File: config.mk
export PLATFORM = sky130hd
export DESIGN_NAME = correl_frame_ctrl
export DESIGN_NICKNAME = d
export VERILOG_FILES = /design/src/rtl/correl_pkg.sv /design/src/rtl/correl_frame_ctrl_axis_join2.sv /design/src/rtl/correl_frame_ctrl.sv
export SDC_FILE = /design/constraint.sdc
export NUM_CORES = 1
export LEC_CHECK = 0
export BUFFER_PORTS_ARGS = -buffer_cell sky130_fd_sc_hd__buf_2
export CORE_UTILIZATION = 30
export CTS_CLUSTER_SIZE = 8
export DETAILED_ROUTE_END_ITERATION = 16
export GPL_ROUTABILITY_DRIVEN = 0
export GPL_TIMING_DRIVEN = 1
export SYNTH_ARGS = -nofsm -noshare
export SYNTH_HDL_FRONTEND = slang
export SYNTH_SLANG_ARGS = --single-unit
File: constraint.sdc
create_clock -name aclk -period 2.9 [get_ports aclk]
set_input_delay 0.145 -clock aclk [delete_from_list [all_inputs] [get_ports aclk]]
set_output_delay 0.145 -clock aclk [all_outputs]
set_load 0.02 [all_outputs]
File: src/rtl/correl_pkg.sv
// Shared types and constants for the correlator frame sequencer.
package correl_pkg;

  typedef enum logic [2:0] {
    ST_IDLE     = 3'd0,
    ST_CFG_FFT  = 3'd1,
    ST_CFG_IFFT = 3'd2,
    ST_STREAM   = 3'd3,
    ST_DRAIN    = 3'd4
  } state_t;

  // Forward transform, no scaling override.
  localparam logic [15:0] FFT_CFG_FWD      = 16'h0001;
  // Inverse transform, scale schedule 01010.
  localparam logic [23:0] IFFT_CFG_DEFAULT = 24'h00000A;

  // Complex sample layout: {im, re}.
  localparam int CPLX_W = 32;
  localparam int PART_W = 16;
  localparam int RE_LSB = 0;
  localparam int IM_LSB = 16;

endpackage

File: src/rtl/correl_frame_ctrl_axis_join2.sv
// Two-stream valid/ready join: both inputs advance together or not at all.
module axis_join2 (
  input  logic en,
  input  logic s_a_tvalid,
  input  logic s_b_tvalid,
  input  logic m_a_tready,
  input  logic m_b_tready,
  output logic m_tvalid,
  output logic s_tready
);

  // Output is offered only when both sources have data, and a source is
  // consumed only when both sinks take it, so the pair can never skew.
  assign m_tvalid = en & s_a_tvalid & s_b_tvalid;
  assign s_tready = m_tvalid & m_a_tready & m_b_tready;

endmodule

File: src/rtl/correl_frame_ctrl.sv
// Frame sequencer for the FFT -> x conj(SF) -> IFFT correlator.
//
// state       | meaning
// ------------+----------------------------------------------------------
// ST_IDLE     | waiting for start; all streams blocked
// ST_CFG_FFT  | offering the FFT config word until accepted
// ST_CFG_IFFT | offering the IFFT config word until accepted
// ST_STREAM   | passing N joined sig/SF beats, tlast on the last one
// ST_DRAIN    | streams blocked until the IFFT result frame ends
module correl_frame_ctrl
  import correl_pkg::*;
#(
  parameter int          N_LOG2   = 10,
  parameter logic [15:0] FFT_CFG  = FFT_CFG_FWD,
  parameter logic [23:0] IFFT_CFG = IFFT_CFG_DEFAULT
) (
  input  logic              aclk,
  input  logic              aresetn,
  input  logic              start,
  input  logic [15:0]       num_frames,
  input  logic              stop,
  output logic [15:0]       fft_cfg_tdata,
  output logic              fft_cfg_tvalid,
  input  logic              fft_cfg_tready,
  output logic [23:0]       ifft_cfg_tdata,
  output logic              ifft_cfg_tvalid,
  input  logic              ifft_cfg_tready,
  input  logic [CPLX_W-1:0] s_sig_tdata,
  input  logic              s_sig_tvalid,
  output logic              s_sig_tready,
  input  logic [CPLX_W-1:0] s_sf_tdata,
  input  logic              s_sf_tvalid,
  output logic              s_sf_tready,
  output logic [CPLX_W-1:0] m_sig_tdata,
  output logic              m_sig_tvalid,
  output logic              m_sig_tlast,
  input  logic              m_sig_tready,
  output logic [CPLX_W-1:0] m_sf_tdata,
  output logic              m_sf_tvalid,
  input  logic              m_sf_tready,
  input  logic              res_tvalid,
  input  logic              res_tready,
  input  logic              res_tlast,
  output logic              busy,
  output logic [15:0]       frame_cnt,
  output logic              err_len
);

  localparam logic [N_LOG2-1:0] SMP_LAST = {N_LOG2{1'b1}};
  localparam logic [N_LOG2-1:0] SMP_ONE  = 1;

  state_t            state;
  logic [N_LOG2-1:0] smp_cnt;
  logic [N_LOG2-1:0] res_cnt;
  logic [15:0]       num_frames_q;
  logic [15:0]       frame_cnt_nxt;
  logic              stop_pending;
  logic              join_en;
  logic              join_valid;
  logic              join_beat;
  logic              res_beat;
  logic              res_last_beat;
  logic              start_acc;
  logic              run_done;

  assign join_en = (state == ST_STREAM);

  axis_join2 u_join (
    .en         (join_en),
    .s_a_tvalid (s_sig_tvalid),
    .s_b_tvalid (s_sf_tvalid),
    .m_a_tready (m_sig_tready),
    .m_b_tready (m_sf_tready),
    .m_tvalid   (join_valid),
    .s_tready   (join_beat)
  );

  assign m_sig_tvalid   = join_valid;
  assign m_sf_tvalid    = join_valid;
  assign s_sig_tready   = join_beat;
  assign s_sf_tready    = join_beat;
  assign m_sig_tdata    = s_sig_tdata;
  assign m_sf_tdata     = s_sf_tdata;
  assign m_sig_tlast    = join_valid & (smp_cnt == SMP_LAST);

  assign fft_cfg_tdata  = FFT_CFG;
  assign ifft_cfg_tdata = IFFT_CFG;
  assign busy           = (state != ST_IDLE);

  assign res_beat       = res_tvalid & res_tready;
  assign res_last_beat  = res_beat & res_tlast;
  assign start_acc      = (state == ST_IDLE) & start;
  assign frame_cnt_nxt  = frame_cnt + 16'd1;
  // A stop arriving in the same cycle as the closing result beat still ends the run.
  assign run_done       = stop_pending | stop |
                          ((num_frames_q != 16'd0) && (frame_cnt_nxt == num_frames_q));

  // Sequencer: config handshakes, frame streaming and result draining.
  always_ff @(posedge aclk or negedge aresetn) begin
    if (!aresetn) begin
      state           <= ST_IDLE;
      fft_cfg_tvalid  <= 1'b0;
      ifft_cfg_tvalid <= 1'b0;
      smp_cnt         <= '0;
      num_frames_q    <= '0;
      frame_cnt       <= '0;
      stop_pending    <= 1'b0;
    end else begin
      // Set first so the end-of-run clear below takes precedence.
      if (busy && stop) stop_pending <= 1'b1;

      case (state)
        ST_IDLE: begin
          if (start) begin
            state          <= ST_CFG_FFT;
            fft_cfg_tvalid <= 1'b1;
            num_frames_q   <= num_frames;
            frame_cnt      <= '0;
            stop_pending   <= 1'b0;
          end
        end
        ST_CFG_FFT: begin
          if (fft_cfg_tready) begin
            fft_cfg_tvalid  <= 1'b0;
            ifft_cfg_tvalid <= 1'b1;
            state           <= ST_CFG_IFFT;
          end
        end
        ST_CFG_IFFT: begin
          if (ifft_cfg_tready) begin
            ifft_cfg_tvalid <= 1'b0;
            smp_cnt         <= '0;
            state           <= ST_STREAM;
          end
        end
        ST_STREAM: begin
          if (join_beat) begin
            if (smp_cnt == SMP_LAST) begin
              smp_cnt <= '0;
              state   <= ST_DRAIN;
            end else begin
              smp_cnt <= smp_cnt + SMP_ONE;
            end
          end
        end
        ST_DRAIN: begin
          if (res_last_beat) begin
            frame_cnt <= frame_cnt_nxt;
            if (run_done) begin
              state        <= ST_IDLE;
              stop_pending <= 1'b0;
            end else begin
              state <= ST_STREAM;
            end
          end
        end
        default: state <= ST_IDLE;
      endcase
    end
  end

  // Result-frame length monitor; a tlast while frames are still going out is also an error.
  always_ff @(posedge aclk or negedge aresetn) begin
    if (!aresetn) begin
      res_cnt <= '0;
      err_len <= 1'b0;
    end else begin
      if (res_beat) res_cnt <= res_tlast ? '0 : (res_cnt + SMP_ONE);

      if (start_acc) begin
        err_len <= 1'b0;
      end else if (res_last_beat &&
                   ((res_cnt != SMP_LAST) ||
                    (state inside {ST_CFG_FFT, ST_CFG_IFFT, ST_STREAM}))) begin
        err_len <= 1'b1;
      end
    end
  end

endmodule

=== Yosys cells after proc, flatten, opt, wreduce, memory -nomap -nowiden ===
Cells that the tools add are included.
W data, S select, Z words.

* $add $sub $neg: 3
* Equal/unequal tests: 13
* Mux-type cells: 29
* Bitwise logic cells: 10
* Reductions and logical operators: 19

{| class="wikitable"
|+ Operators by type and width
! cell !! count
|-
| $mux W10 || 4
|-
| $mux W16 || 2
|-
| $pmux W16 S2 || 1
|-
| $add A10 B1 Y10 const B || 2
|-
| $pmux W10 S2 || 1
|-
| $mux W3 || 6
|-
| $add A16 B1 Y16 const B || 1
|-
| $eq A16 B16 Y1 || 1
|-
| $reduce_bool A16 Y1 || 1
|-
| $pmux W3 S5 || 1
|-
| $ne A2 B2 Y1 const B || 6
|-
| $reduce_and A3 Y1 || 4
|-
| $eq A10 B10 Y1 const B || 1
|-
| $mux W1 || 10
|-
| $ne A10 B10 Y1 const B || 1
|-
| $reduce_bool A2 Y1 || 5
|-
| $and A1 B1 Y1 || 8
|-
| $eq A3 B2 Y1 const B || 2
|-
| $pmux W1 S2 || 3
|-
| $reduce_and A6 Y1 || 1
|-
| $reduce_bool A3 Y1 || 2
|-
| $eq A3 B1 Y1 const B || 1
|-
| $eq A3 B3 Y1 const B || 1
|-
| $logic_and A1 B1 Y1 || 3
|-
| 5 further kinds || 6
|}

* Flip-flop bits (word level): 59
* Input bits: 93
* Word-level logic and storage cells: 83

=== Longest topological paths before layout ===
Gate-level depths: netlist (run 1).

* Depth in word-level cells: 7
* Depth in mapped cells: 8
* Gate-level depth less buffers: 7

=== By module ===
From an unflattened synthesis (run 1), not the netlist that was laid out.

* Cells, all modules: 522
* Area, all modules: 4342.9 um^2

{| class="wikitable"
|+ By module, submodules not included
! module !! instances !! cells each !! area an instance (um^2) !! seq. area each (um^2)
|-
| correl_frame_ctrl || 1 || 520 || 4325.4 || 1476.4
|-
| axis_join2 || 1 || 2 || 17.5 || 0.0
|}

=== Worst setup path after synthesis (run 1) ===
No wires, ideal clock.

* Path kind: register to register
* From: reg frame_cnt[6]
* To: reg state[0]
* Library setup time: 0.129 ns
* Data arrival time: 2.047 ns
* Data required time: 2.771 ns
* Path slack: 0.724 ns
* Cell stages (with the launch flop): 9
* Buffers on the path: 2
* Path through: dfrtp_1 -> buf_4 -> nand3_4 -> or3_1 -> buf_6 -> xnor2_1 -> a2111o_1 -> nor4_2 -> o22ai_1

* Cells in the longest elaborated chain, start to end: 7

{| class="wikitable"
|+ Ends and longest elaborated chain
! element !! RTL line !! source
|-
| from (decl) || correl_frame_ctrl.sv:45 || <nowiki>output logic [15:0] frame_cnt,</nowiki>
|-
| from (signal assigned) || correl_frame_ctrl.sv:148 || <nowiki>frame_cnt <= frame_cnt_nxt;</nowiki>
|-
| $add A16 B1 Y16 || correl_frame_ctrl.sv:93 || <nowiki>assign frame_cnt_nxt = frame_cnt + 16'd1;</nowiki>
|-
| $eq A16 B16 Y1 || correl_frame_ctrl.sv:96 || <nowiki>((num_frames_q != 16'd0) && (frame_cnt_nxt == num_frames_q));</nowiki>
|-
| $logic_and A1 B1 Y1 || correl_frame_ctrl.sv:96 ||
|-
| $or A1 B1 Y1 || correl_frame_ctrl.sv:95 || <nowiki>assign run_done = stop_pending | stop |</nowiki>
|-
| $mux W2 || correl_frame_ctrl.sv:149 || <nowiki>if (run_done) begin</nowiki>
|-
| $mux W3 || correl_frame_ctrl.sv:147 || <nowiki>if (res_last_beat) begin</nowiki>
|-
| $pmux W3 S5 || correl_frame_ctrl.sv:112 || <nowiki>case (state)</nowiki>
|-
| to (signal assigned) || correl_frame_ctrl.sv:115 || <nowiki>state <= ST_CFG_FFT;</nowiki>
|-
| to (signal assigned) || correl_frame_ctrl.sv:150 || <nowiki>state <= ST_IDLE;</nowiki>
|-
| to (signal assigned) || correl_frame_ctrl.sv:153 || <nowiki>state <= ST_STREAM;</nowiki>
|-
| to (decl) || correl_frame_ctrl.sv:52 || <nowiki>state_t state;</nowiki>
|}

No other way between the ends. The select of a mux whose other input is x is not followed.
A chain may end at the register's enable or synchronous reset.

=== Worst setup path in the final report (run 1) ===
* From: reg frame_cnt[5]
* To: reg state[0]

Same word-level chain as after synthesis.

==> results.json, run 1 <==
{
  "fill_cells": 1451,
  "worst_slew_margin_rel_pct": 49.1,
  "r2r-end": "state[0]",
  "end_kind": "flop",
  "htreeDepth": 3,
  "yosysSeqAreaShare_pct": 34.1,
  "ant_nets": 0,
  "r2r_cells": 6,
  "dpl_cell_area_um2": 4070,
  "layout-drive-gt1-share_pct": 22.5,
  "yosysTopAreaCellShare_pct": 34.1,
  "required_ns": 3.10,
  "cts_root_buf": "clkbuf_16",
  "syn_area_um2": 4330,
  "crit_slowest_cell": "dfrtp_1",
  "ys_ff_latch": 59,
  "grt_max_degree": 60,
  "path_cells": "nand3_4, or3_1, xnor2_1, a2111o_1, nor4_2, o22ai_1",
  "final-setup-viol-count": 0,
  "cts_hold_buf": 0,
  "insertion_delay_ns": 0.33,
  "cpPeakStageDelay_ns": 0.57,
  "die_y_um": 122,
  "wl_per_cell_um": 13.9,
  "crit_path_start": "frame_cnt[5]",
  "startpoint_type": "flop",
  "final_cells": 643,
  "grt_setup_unrepaired": "false",
  "dr.pass1.iters": 4,
  "num_io_pins": 222,
  "p_clk_share_pct": 44.7,
  "cp_top_family": "simple AND/OR/NAND/NOR gates",
  "vias": 3074,
  "cts_max_path_buffers": 2,
  "timing.rr.start": "frame_cnt[5]",
  "cts-resized-gates": 0,
  "core_um2": 14000,
  "yosysTopAreaCell": "dfrtp_1",
  "final_cell_mix": "59 x dfrtp_1, 53 x buf_2, 40 x conb_1, 34 x o21ai_0, 32 x nand2_1",
  "critPathKind": "reg -> reg",
  "setup-tns-final_ns": 0,
  "fmax_ghz": 0.413,
  "synth_edf_count": 0,
  "grt_first_pass_wirelength_mm": 14.7,
  "diodes": 0,
  "crit_buf_inv": 0,
  "report.final.slew_viol_count": 0,
  "p_leak_nw": 1.98,
  "swShare_pct": 25.9,
  "first_global_vias": 2990,
  "cts_setup_buffers": 0,
  "maxCapViolations": 0,
  "violations": "negative hold slack",
  "rows": 43,
  "power.internal_mw": 1.88,
  "hp-class": "in -> async",
  "via_per_inst": 4.78,
  "syn_area_per_cell_um2": 9.04,
  "die_area_um2": 14900,
  "num-nets-final": 556,
  "layout_commonest_cell": "dfrtp_1",
  "critical_path.max_fanout": 13,
  "synth_warnings": 0,
  "cts_tree": "done",
  "switchingPower_uw": 656,
  "portBuffers": 53,
  "peakVddDrop_mv": 0.363,
  "pwr-share-seq_pct": 40.8,
  "clock_skew_ns": 0.00664,
  "stdcell_area_um2": 4390,
  "die_w_um": 122,
  "area_delta_synth_final_pct": 1.36,
  "fin_crit_sh_pct": 83.6,
  "synthArstFlopShare_pct": 100,
  "power_mw": 2.53,
  "dp_cells": 629,
  "antenna_found_initial": 0,
  "syn_inst": 479,
  "tightest_slew_ns": 0.763,
  "grt.total_usage_pct": 12.7,
  "worst-r2r-setup-slack_ns": 0.48,
  "clk_pin_slew_ns": 0.05,
  "p_per_area_nw_per_um2": 577,
  "synthTopCellsByArea": "dfrtp_1 34%, buf_4 19%, mux2_2 4.4%, o21ai_0 3.9%, nand2_1 2.8%",
  "dp_hpwl_mm": 6.53,
  "start_util_pct": 30.9,
  "yosysUniqueCellTypes": 63,
  "holdWs_ns": -0.0256,
  "fin_crit_ns": 2.42,
  "synth-main-ff-cell": "dfrtp_1",
  "hold_viol": 42,
  "cts.sinks": 59,
  "wl_mm": 8.95,
  "drtIter0Drc": 164,
  "power_frac_comb_pct": 14.6,
  "grt_overflow": 0,
  "numCtsBuffers": 9,
  "drc": 0,
  "status": "complete, but fails checks",
  "crit_arrival_ns": 2.62
}
[registers in the layout (all words and copies together), names as in the netlist]
signal	cells
res_cnt	10
frame_cnt	16
fft_cfg_tvalid	1
stop_pending	1
num_frames_q	16
err_len	1
smp_cnt	10
state	3
ifft_cfg_tvalid	1
[cell families (layout without fill, tap and decap cells)]
logic type	after synthesis	in the layout	share of synthesized area (%)
compound gates	97	97	14.3
flops	59	59	34.1
buf+inv	134	80	22.2
xor+xnor	25	25	5.06
fa+ha+maj	3	3	0.867
simple gates	140	140	18.4
other cells	2	40	0.173
mux	19	19	4.88
[worst max-delay path by stage]
stage,cells after the start,end
final,6,state[0]
after global routing,7,state[0]
after CTS,6,state[0]
after detailed placement,6,state[0]
after global placement,6,state[0]
after floorplan,8,state[0]
[cell usage after synthesis, types with 3 or more instances]
master	number
o31ai_1	9
ha_1	3
nand3b_1	3
or2_2	3
a31oi_1	6
nand2b_1	5
o21ai_0	34
xor2_1	13
clkbuf_1	9
o41ai_1	6
nand2_1	32
a21oi_1	18
mux2_2	17
nand3_1	12
nor2_1	25
buf_6	4
or3_1	6
and3_1	10
inv_1	7
a21o_1	4
nor4_1	5
nand4_1	9
xnor2_1	12
dfrtp_1	59
nor2b_1	5
buf_4	110
nor3_1	6
[routing by layer]
metal / GRT usage, % / wire (µm)
met1: 15.8 / 4040
met2: 19.5 / 4090
met3: 4.03 / 601
met4: 7.24 / 212
met5: 0 / 0
[power groups by stage]
stage	registers, mW	clock network [mW]	logic [mW]
final	1.03	1.13	0.369
after global routing	1.05	1.20	0.417
after CTS	1.03	1.15	0.373
after detailed placement	1.04	0	0.371
after global placement	1.04	0	0.363
after floorplan	1.02	0	0.445
[worst reg2reg max path: stages (launching register included)]
cell and delay, ns:
dfrtp_1 0.57, nand3_4 0.19, or3_1 0.53, xnor2_1 0.19, a2111o_1 0.37, nor4_2 0.33, o22ai_1 0.13
[area by class of cell]
class	count	area (µm²)	area share [%]
multi-input cells	324	2030	46.3
well taps	180	225	5.13
clock buffers	12	256	5.85
repair buffers	59	310	7.07
flip-flops and latches	59	1480	33.6
inverters	7	26.3	0.599
clock inverters	2	60.1	1.37
[stage by stage]
stage	hold slack [ns]	setup WS, ns	utilization [%]
after CTS	0.00419	0.467	31.4
after detailed placement	0.290	0.488	29.1
after floorplan	-0.151	0.724	-
after global placement	0.290	0.555	29.1
after global routing	0.0453	0.335	31.4
final	-0.0256	0.476	31.4
Power figures use the tool's default switching activity.
==> run 2: changes to the inputs <==
Clock period 2.9 ns to 2.42 ns, I/O delays scaled along.
==> run 2 against run 1 <==
Net effect: the flow now finishes without violations; hold slack better by 0.050 ns; sequential power up 20%; combinational power up 22%; clock-buffer cell count down 1; critical path depth up 1; setup slack worse by 0.36 ns; critical endpoint unchanged.
==> results.json, run 2 (synthesis gave the netlist of run 1 again) <==
{
  "dr.pass1.iters": 4,
  "vias": 3152,
  "diodes": 0,
  "switchingPower_uw": 823,
  "numCtsBuffers": 9,
  "wl_mm": 9.25,
  "busiest_layer": "met2",
  "critPathKind": "reg -> reg",
  "num-nets-final": 567,
  "gr-usage-met3_pct": 3.09,
  "critical_path.max_fanout": 8,
  "die_w_um": 122,
  "cts_tree": "done",
  "required_ns": 2.62,
  "crit_arrival_ns": 2.51,
  "worst_slew_margin_rel_pct": 33.0,
  "num_io_pins": 222,
  "tightest_slew_ns": 1.00,
  "maxCapViolations": 0,
  "power.internal_mw": 2.34,
  "swShare_pct": 26.0,
  "utilization_pct": 32.3,
  "p_leak_nw": 2.06,
  "dpl_cell_area_um2": 4160,
  "antenna_found_initial": 0,
  "p_per_area_nw_per_um2": 700,
  "hp-class": "in -> reg",
  "fill_cells": 1449,
  "ant_nets": 0,
  "wl_per_cell_um": 14.1,
  "first_global_vias": 3084,
  "fin_crit_ns": 2.30,
  "die_y_um": 122,
  "portBuffers": 53,
  "power_frac_comb_pct": 14.2,
  "end_kind": "flop",
  "peakVddDrop_mv": 0.400,
  "rows": 43,
  "report.final.slew_viol_count": 0,
  "grt_max_degree": 60,
  "cts-resized-gates": 0,
  "via_per_inst": 4.80,
  "cts_max_path_buffers": 2,
  "p_clk_share_pct": 46.6,
  "clock_skew_ns": 0.00616,
  "startpoint_type": "flop",
  "clk_pin_slew_ns": 0.05,
  "pwr-share-seq_pct": 39.2,
  "fmax_ghz": 0.434,
  "met1_usage_pct": 16.7,
  "dp_cells": 639,
  "layout_commonest_cell": "dfrtp_1",
  "fin_crit_sh_pct": 95.2,
  "stdcell_area_um2": 4510,
  "grt_overflow": 0,
  "area_delta_synth_final_pct": 4.22,
  "setup-tns-final_ns": 0,
  "drc": 0,
  "layout-drive-gt1-share_pct": 24.4,
  "htreeDepth": 3,
  "final_cells": 656,
  "start_util_pct": 30.9,
  "cts.sinks": 59,
  "hold_viol": 0,
  "final-setup-viol-count": 0,
  "grt_setup_unrepaired": "false",
  "grt.total_usage_pct": 13.3,
  "grtUsageMet2_pct": 20.9,
  "die_area_um2": 14900,
  "dp_hpwl_mm": 6.87,
  "insertion_delay_ns": 0.33,
  "status": "finished clean",
  "drtIter0Drc": 158,
  "core_um2": 14000,
  "cts_root_buf": "clkbuf_16",
  "grt_first_pass_wirelength_mm": 15.3,
  "final_cell_mix": "59 x dfrtp_1, 53 x buf_2, 40 x conb_1, 34 x o21ai_0, 32 x nand2_1",
  "reg.largest.list": "frame_cnt (16), num_frames_q (16)"
}
run 2: power by group through the flow:
stage,clock network [mW],logic (mW),registers (mW)
floorplan,0,0.533,1.22
global placement,0,0.439,1.24
detailed placement,0,0.451,1.25
CTS,1.50,0.454,1.23
global route,1.55,0.506,1.25
finish,1.47,0.449,1.24
run 2: layout make-up:
type	count	area, µm²	share of cell area [%]
Sequential cell	59	1480	32.7
Multi-Input combinational cell	324	2030	45.1
Timing Repair Buffer	70	408	9.04
Clock buffer	11	243	5.38
Tap cell	180	225	4.99
Inverter	7	26.3	0.582
Clock inverter	5	100	2.22
run 2: worst paths after layout:
path                                 from               end  slack (ns)  depth (start not counted)
max                          frame_cnt[1]          state[0]        0.12                          7
min                        num_frames[15]  num_frames_q[15]        0.02                          2
max reg2reg                  frame_cnt[1]          state[0]        0.12                          7
min reg2reg                    smp_cnt[9]        smp_cnt[9]        0.48                          1
max in group asynchronous         aresetn     frame_cnt[15]        1.81                          3
min in group asynchronous         aresetn        smp_cnt[8]        0.34                          3
run 2: worst max-delay path, cell delays in order, from the launching register on:
cell,delay [ns]
dfrtp_1,0.47
ha_1,0.31
nand3_2,0.20
nor4_1,0.29
o2111ai_1,0.16
a2111o_1,0.32
nor4_2,0.31
o22ai_1,0.12
run 2: what timing repair did:
| item | CTS | global route |
|---|---|---|
| hold buffers | 1 | 0 |
| hold endpoints to repair | 59 | 0 |
| setup buffers | 0 | 0 |
run 2: metrics by stage:
step	total power [mW]	setup slack [ns]	hold WS (ns)
2_1_floorplan	1.75	0.244	-0.175
3_3_place_gp	1.68	0.221	0.165
3_5_place_dp	1.70	0.155	0.154
4_1_cts	3.19	0.127	0.0131
5_1_grt	3.31	0.0261	0.0189
6_report	3.16	0.115	0.0246
run 2: layer usage:
metal | wire [µm] | part of all wire (%) | up-vias
met5 | 0 | 0 | -
met3 | 618 | 6.7 | 23
met1 | 4070 | 44 | 1505
li1 | - | - | 1525
met2 | 4350 | 47 | 99
met4 | 206 | 2.2 | 0
